<file path="config.mk">
export PLATFORM = sky130hd
export DESIGN_NAME = reset_sequencer
export DESIGN_NICKNAME = d
export VERILOG_FILES = /design/src/rtl/reset_sequencer.sv
export SDC_FILE = /design/constraint.sdc
export NUM_CORES = 1
export LEC_CHECK = 0
export CORE_MARGIN = 2
export CORE_UTILIZATION = 59
export CTS_CLUSTER_SIZE = 30
export DETAILED_ROUTE_END_ITERATION = 8
export GPL_ROUTABILITY_DRIVEN = 0
export GPL_TIMING_DRIVEN = 0
export HOLD_SLACK_MARGIN = 0.02
export PLACE_DENSITY_LB_ADDON = 0.08
export RECOVER_POWER = 100
export SYNTH_ARGS = -nofsm -noshare
export SYNTH_HDL_FRONTEND = slang
export SYNTH_SLANG_ARGS = --single-unit
</file>
<file path="constraint.sdc">
create_clock -name clock -period 3.05 [get_ports clock]
set_input_delay 0.7625 -clock clock [delete_from_list [all_inputs] [get_ports clock]]
set_output_delay 0.7625 -clock clock [all_outputs]
set_load 0.01 [all_outputs]
</file>
<file path="src/rtl/reset_sequencer.sv">
// reset_sequencer: releases NUM_STAGES reset domains in ascending order once lock_in is stable.
// Latency: LOCK_STABLE cycles to first release, then >= STAGE_DELAY cycles per stage; all outputs registered.
// No backpressure: stage_ack gates each advance; ack timeouts restart up to MAX_RETRIES, then halt in FAILED.

module reset_sequencer #(
  parameter int NUM_STAGES  = 4,
  parameter int LOCK_STABLE = 1000,
  parameter int STAGE_DELAY = 1000,
  parameter int ACK_TIMEOUT = 100000,
  parameter int MAX_RETRIES = 3
) (
  input  logic                  clock,
  input  logic                  resetn,
  input  logic                  lock_in,
  input  logic                  sw_reset,
  input  logic [NUM_STAGES-1:0] stage_ack,
  output logic [NUM_STAGES-1:0] stage_resetn,
  output logic                  seq_done,
  output logic                  seq_fail,
  output logic [3:0]            retry_count,
  output logic [1:0]            state_out
);

  // State encoding is visible on state_out and must stay fixed.
  localparam logic [1:0] S_WAIT_LOCK = 2'd0;
  localparam logic [1:0] S_STAGE     = 2'd1;
  localparam logic [1:0] S_DONE      = 2'd2;
  localparam logic [1:0] S_FAILED    = 2'd3;

  localparam int LW = $clog2(LOCK_STABLE) + 1;
  localparam int DW = $clog2(ACK_TIMEOUT) + 1;
  localparam int KW = (NUM_STAGES > 1) ? $clog2(NUM_STAGES) : 1;

  // Thresholds are compared against the pre-edge counter value, hence the "-1" forms.
  localparam logic [LW-1:0] LOCK_LAST    = LW'(LOCK_STABLE - 1);
  localparam logic [LW-1:0] LOCK_MAX     = LW'(LOCK_STABLE);
  localparam logic [DW-1:0] DELAY_LAST   = DW'(STAGE_DELAY - 1);
  localparam logic [DW-1:0] TIMEOUT_LAST = DW'(ACK_TIMEOUT - 1);
  localparam logic [DW-1:0] DWELL_MAX    = DW'(ACK_TIMEOUT);
  localparam logic [3:0]    RETRY_MAX    = 4'(MAX_RETRIES);
  localparam logic [KW-1:0] K_LAST       = KW'(NUM_STAGES - 1);

  logic                  rst_sync_q;
  logic [1:0]            state_q, state_d;
  logic [KW-1:0]         k_q, k_d;
  logic [LW-1:0]         lock_cnt_q, lock_cnt_d;
  logic [DW-1:0]         dwell_q, dwell_d;
  logic [NUM_STAGES-1:0] rst_d;
  logic [3:0]            retry_d;
  logic                  done_d;
  logic                  fail_d;
  logic                  go_wait;

  // Stages 0..idx released, everything above still held in reset.
  function automatic logic [NUM_STAGES-1:0] therm(input logic [KW-1:0] idx);
    logic [NUM_STAGES-1:0] m;
    for (int i = 0; i < NUM_STAGES; i++) begin
      m[i] = (i <= int'(idx));
    end
    return m;
  endfunction

  // Register resetn release once; state only starts moving the edge after this flop sets.
  always_ff @(posedge clock or negedge resetn) begin
    if (!resetn) begin
      rst_sync_q <= 1'b0;
    end else begin
      rst_sync_q <= 1'b1;
    end
  end

  // Next-state logic; priority is sw_reset, then lock loss, then timeout, then advance.
  always_comb begin
    state_d    = state_q;
    k_d        = k_q;
    dwell_d    = dwell_q;
    rst_d      = stage_resetn;
    retry_d    = retry_count;
    done_d     = seq_done;
    fail_d     = seq_fail;
    go_wait    = 1'b0;
    lock_cnt_d = lock_cnt_q;

    // Stability counter: any low cycle clears it, saturates at LOCK_STABLE.
    if (!lock_in) begin
      lock_cnt_d = '0;
    end else if (lock_cnt_q < LOCK_MAX) begin
      lock_cnt_d = lock_cnt_q + 1'b1;
    end

    if (sw_reset) begin
      go_wait = 1'b1;
      retry_d = '0;
    end else begin
      case (state_q)
        S_WAIT_LOCK: begin
          rst_d = '0;
          if (lock_in && (lock_cnt_q >= LOCK_LAST)) begin
            state_d = S_STAGE;
            k_d     = '0;
            dwell_d = '0;
            rst_d   = therm('0);
          end
        end

        S_STAGE: begin
          if (dwell_q < DWELL_MAX) begin
            dwell_d = dwell_q + 1'b1;
          end
          if (!lock_in) begin
            go_wait = 1'b1;
          end else if (dwell_q >= TIMEOUT_LAST) begin
            if (retry_count < RETRY_MAX) begin
              go_wait = 1'b1;
              retry_d = retry_count + 1'b1;
            end else begin
              state_d    = S_FAILED;
              k_d        = '0;
              dwell_d    = '0;
              lock_cnt_d = '0;
              rst_d      = '0;
              done_d     = 1'b0;
              fail_d     = 1'b1;
            end
          end else if ((dwell_q >= DELAY_LAST) && stage_ack[k_q]) begin
            if (k_q == K_LAST) begin
              state_d = S_DONE;
              done_d  = 1'b1;
            end else begin
              k_d     = k_q + 1'b1;
              dwell_d = '0;
              rst_d   = therm(k_q + 1'b1);
            end
          end
        end

        S_DONE: begin
          if (!lock_in) begin
            go_wait = 1'b1;
          end
        end

        default: begin
          // FAILED is sticky: lock_in and stage_ack are ignored here.
          rst_d  = '0;
          done_d = 1'b0;
          fail_d = 1'b1;
        end
      endcase
    end

    // Every path back to WAIT_LOCK reasserts all stage resets together.
    if (go_wait) begin
      state_d    = S_WAIT_LOCK;
      k_d        = '0;
      lock_cnt_d = '0;
      dwell_d    = '0;
      rst_d      = '0;
      done_d     = 1'b0;
      fail_d     = 1'b0;
    end
  end

  // State registers; resetn asserts asynchronously, updates wait for the registered release.
  always_ff @(posedge clock or negedge resetn) begin
    if (!resetn) begin
      state_q      <= S_WAIT_LOCK;
      k_q          <= '0;
      lock_cnt_q   <= '0;
      dwell_q      <= '0;
      stage_resetn <= '0;
      retry_count  <= '0;
      seq_done     <= 1'b0;
      seq_fail     <= 1'b0;
    end else if (rst_sync_q) begin
      state_q      <= state_d;
      k_q          <= k_d;
      lock_cnt_q   <= lock_cnt_d;
      dwell_q      <= dwell_d;
      stage_resetn <= rst_d;
      retry_count  <= retry_d;
      seq_done     <= done_d;
      seq_fail     <= fail_d;
    end
  end

  assign state_out = state_q;

endmodule

</file>
# ---- After elaboration in Yosys (flattened, before gate mapping)
# Cells that the tools add are included.
# Widths: inputs -> output; s select.
dict set report totals {
  reg_bits 44
  input_bits 8
  word_cells 125
}
dict set report op_classes {
  addsub 4
  order_cmp 10
  n_eq_ne 14
  mux 72
  n_reduce_logical 16
}
# cell n
set ops {}
lappend ops {{$mux 18} 9}
lappend ops {{$mux 11} 8}
lappend ops {{$mux 4} 12}
lappend ops {{$pmux 18 s2} 1}
lappend ops {{$mux 2} 16}
lappend ops {{$mux 1} 19}
lappend ops {{$add 18x1->18 const B} 1}
lappend ops {{$ge 18x10->1 const B} 1}
lappend ops {{$ge 18x17->1 const B} 1}
lappend ops {{$lt 18x17->1 const B} 1}
lappend ops {{$ne 4x4->1 const B} 4}
lappend ops {{$reduce_and 8->1} 2}
lappend ops {{$reduce_and 7->1} 2}
lappend ops {{$ne 3x3->1 const B} 4}
lappend ops {{$pmux 4 s3} 1}
lappend ops {{$add 11x1->11 const B} 1}
lappend ops {{$ge 11x10->1 const B} 1}
lappend ops {{$lt 11x10->1 const B} 1}
lappend ops {{$pmux 2 s2} 2}
lappend ops {{$reduce_bool 2->1} 4}
lappend ops {{$pmux 1 s2} 3}
lappend ops {{$reduce_and 6->1} 1}
lappend ops {{$reduce_and 5->1} 1}
lappend ops {{$add 4x1->4 const B} 1}
lappend ops {{other kinds (15)} 19}

# ---- Depth between registers and ports, before layout
dict set report logic_depth {
  word_depth 9
  mapped_depth 10
}

# ---- Worst setup path after synthesis
# Ideal clock, no wire load.
dict set report synth_path {
  kind {input to register}
  start {input lock_in}
  end {register state_q[0], in the netlist state_out[0]}
  setup_time_ns 0.128
  arrival_time_ns 2.379
  t_required_ns 2.922
  path_slack_ns 0.544
  stages 7
  n_path_buf 2
  cell_sequence {clkbuf_1 > nand2_1 > o311ai_0 > o41ai_4 > buf_6 > nor2_1 > mux2_1}
}
dict set report synth_via {
  elab_chain_len 5
  elab_cells_between_ends 14
  classes_between {eq/ne (6); mux (5); reduce/logical (3)}
}
# item line
set synth_lines {}
lappend synth_lines {{start, declared} 14} ;# input logic lock_in,
lappend synth_lines {{$mux 1, on equally long branches} {138, 110}}
lappend synth_lines {{$pmux 1 s2} 95} ;# case (state_q)
lappend synth_lines {{$mux 1} 91} ;# if (sw_reset) begin
lappend synth_lines {{$ne 4x4->1 (no line) (tied with other cells)} -}
lappend synth_lines {{$reduce_and 8->1 (no line)} -}
lappend synth_lines {{end signal, assigned} 176} ;# state_q <= state_d;
lappend synth_lines {{end, declared} 44} ;# logic [1:0] state_q, state_d;
# Parallel ways exist; a longest one is shown, timed or not.
# A chain may end at the register's enable or synchronous reset.

# ---- Worst setup path after layout
# Same ends and word-level chain as after synthesis.

==> impl_metrics.yaml <==
status:
  run_status: "finished, final reports clean"
clocking:
  post_cts_buffers: 0
  cts_tree: "yes"
  ctsLongestPathBuffers: 2
  cts_max_level: 2
  clkSlewWorstSetupHoldPaths_ps: 70
  clk_latency_ps: 310
  ctsHoldBuffers: 0
  cts_sinks: 44
  cts_buffers: 5
  cts-resized-gates: 0
  cts_root_buf: "clkbuf_8"
synthesis:
  synthCells: 300
  synth_area_mm2: 0.00284
  synth_common_cells: "dfrtp_1 (44), nand2_1 (24), nor2_1 (20)"
  synth_seq_cells: 44
  yosys.cell_count.top_type: "dfrtp_1"
  synth.largest_area_cell: "dfrtp_1"
  synth_edf_count: 0
  ys_types: 59
  syn_nets: 317
  synthArstFlopShare_pct: 100
  post_synth.cell_area_avg_um2: 9.46
  synthFlopType: "dfrtp_1"
  synth_area_leaders: "dfrtp_1 (39%), ha_1 (4.0%), o21ai_0 (3.2%)"
  yosys_warnings: 0
  synth_top_area_share_pct: 38.8
  synth_seq_area_share_pct: 38.8
floorplan:
  die_area_mm2: 0.00538
  rows: 25
  ios: 20
  fp.dieW_um: 73.4
  core-area_mm2: 0.00469
  floorplan.initialDensity_pct: 60.5
  fp.dieH_um: 73.4
layout:
  ff_latch_area_mm2: 0.00110
  nFillCells: 390
  final_area_mm2: 0.00316
  nets: 343
  n_antenna_cell: 0
  multiInputGateArea_mm2: 0.00162
  syn2layout_area_growth_pct: 11.4
  fin_cells: 381
  post-route-util_pct: 67.4
  drive_gt1_share_pct: 8.87
timing:
  slew_viol_final: 0
  setup_ws_ps: 119
  final-hold-violation-count: 0
  hold_ws_ps: 501
  finalSetupViolCount: 0
  period_needed_ps: 2930
  slew_headroom_pct: 15.4
  final.setup.tns_ps: 0
  rsz0062_at_grt: "no"
  timing.final.crit_share_pct: 96.1
  fmax_mhz: 341
  worst_slew_pin_slew_ps: 1270
  finClkSkew_ps: 13.4
drt:
  m1WireLength_um: 3040
  route.met2.wl_um: 3050
  ant_nets: 0
  top_layer: "met4"
  drc: 0
  via_count: 2471
  wirelength_um: 6430
  detail_route.wl_per_cell_um: 16.9
  drtIter0Drc: 150
  avgViaCountPerCell: 6.49
  firstDrtPassIters: 5
  wl_met3_um: 243
critical_path:
  slowest_stage: "clkdlybuf4s50_1"
  critPathMaxFanout: 10
  startpoint_type: "input port"
  cp.required_ps: 3230
  critical-path-top-delay-family: "buffers and inverters"
  critPathBufInv: 4
  slowest_delay_ps: 490
  arrival_ps: 3120
  path_cells: "clkdlybuf4s50_1 -> clkbuf_1 -> inv_1 -> o211a_1 -> o41ai_4 -> buf_6 -> nor2_1 -> mux2_1"
  path_class: "input port to flip-flop"
  end_kind: "flip-flop"
pwr:
  power_mw: 1.62
  peakVddDrop_mv: 0.241
  p_sw_mw: 0.548
  p_comb_share_pct: 33.5
  swShare_pct: 33.8
  powerDensity_mw_per_mm2: 513
  internal-power_mw: 1.07
  clockPowerShare_pct: 23.8
  power_leakage_nw: 1.43
  seqPwrFrac_pct: 42.7
global_route:
  grt_pass1_vias: 2281
  antenna_found_initial: 0
  grt.overflow.total: 0
  grtUsageTotal_pct: 25.5
  grt_first_pass_wirelength_um: 10700
  grt_max_degree: 25
placed_design:
  pre_cts_slack_ps: -281
  dp_hpwl_um: 4530
  dpl_cell_area_mm2: 0.00311
  port_buffers: 18
  dp.cells: 373
hold_path:
  hold_path.class: "flip-flop to flip-flop"
job:
  max_cap_violations: 0
## flip-flops by register name (all words and copies together), names as in the netlist
name,cells
retry_count,4
seq_fail,1
state_out,2
rst_sync_q,1
k_q,2
dwell_q,18
lock_cnt_q,11
seq_done,1
stage_resetn,4
## cells by family (layout without fill, tap and decap cells)
group	Yosys count	count (layout)	synth area share (%)
buf+inv	23	50	3.57
compound gates	92	92	26.6
other cells	1	1	0.132
flops	44	44	38.8
mux	12	12	5.02
simple gates	119	119	21.9
fa+ha+maj	9	9	3.97
## path summary, 6_finish.rpt
kind | startpoint | endpoint | slack, ps | cells past startpoint
setup / recovery | lock_in | state_out[0]$_DFFE_PN0P_ | 120 | 8
hold / removal | seq_fail$_DFFE_PN0P_ | seq_fail$_DFFE_PN0P_ | 500 | 2
setup reg to reg | dwell_q[14]$_DFFE_PN0P_ | dwell_q[13]$_DFFE_PN0P_ | 170 | 8
hold reg to reg | seq_fail$_DFFE_PN0P_ | seq_fail$_DFFE_PN0P_ | 500 | 2
max in group asynchronous | resetn | lock_cnt_q[6]$_DFFE_PN0P_ | 670 | 2
min in group asynchronous | resetn | k_q[1]$_DFFE_PN0P_ | 650 | 1
## worst min-delay path: stages, from the launching register on
cell and delay, ps:
dfrtp_1 350, o31ai_1 60, nand2_1 60
## final cells by class
class / count / share of cell area (%)
timing repair buffer: 19 / 5.62
multi-input combinational: 233 / 51.3
buffer: 13 / 1.94
tap: 54 / 2.14
clock buffer: 7 / 2.73
inverter: 10 / 1.19
clock inverter: 1 / 0.237
sequential: 44 / 34.8
## routing by layer
layer / GRT usage, % / up-vias
met3: 4.66 / 12
met1: 35.2 / 1208
met5: 0 / -
met4: 7.68 / 0
met2: 40.8 / 58
li1: - / 1193
## power by group through the flow
stage / Combinational [mW] / Clock (mW) / Sequential, mW
finish: 0.543 / 0.385 / 0.692
global route: 0.601 / 0.417 / 0.705
CTS: 0.562 / 0.393 / 0.695
detailed placement: 0.561 / 0 / 0.707
global placement: 0.544 / 0 / 0.703
floorplan: 0.346 / 0 / 0.718
## placed cells by master, fill, tap and decap left out, types with 4 or more instances in the layout
| master | n |
|---|---|
| dfrtp_1 | 44 |
| nand2_1 | 24 |
| nor2_1 | 20 |
| o21ai_0 | 18 |
| nand3_1 | 14 |
| nand4_1 | 12 |
| dlygate4sd3_1 | 12 |
| and3_1 | 11 |
| clkbuf_1 | 11 |
| inv_1 | 10 |
| nor3_1 | 10 |
| a21oi_1 | 9 |
| o31ai_1 | 9 |
| ha_1 | 9 |
| nand2b_1 | 7 |
| and2_1 | 6 |
| a21o_1 | 6 |
| clkbuf_8 | 6 |
| nor2b_1 | 5 |
| a21boi_0 | 5 |
| a22o_1 | 5 |
| clkdlybuf4s50_1 | 5 |
| mux2_2 | 4 |
| a211oi_1 | 4 |
| o311ai_1 | 4 |
| o21bai_1 | 4 |
| a31oi_1 | 4 |
No activity file was read; power rests on OpenSTA's default activity.
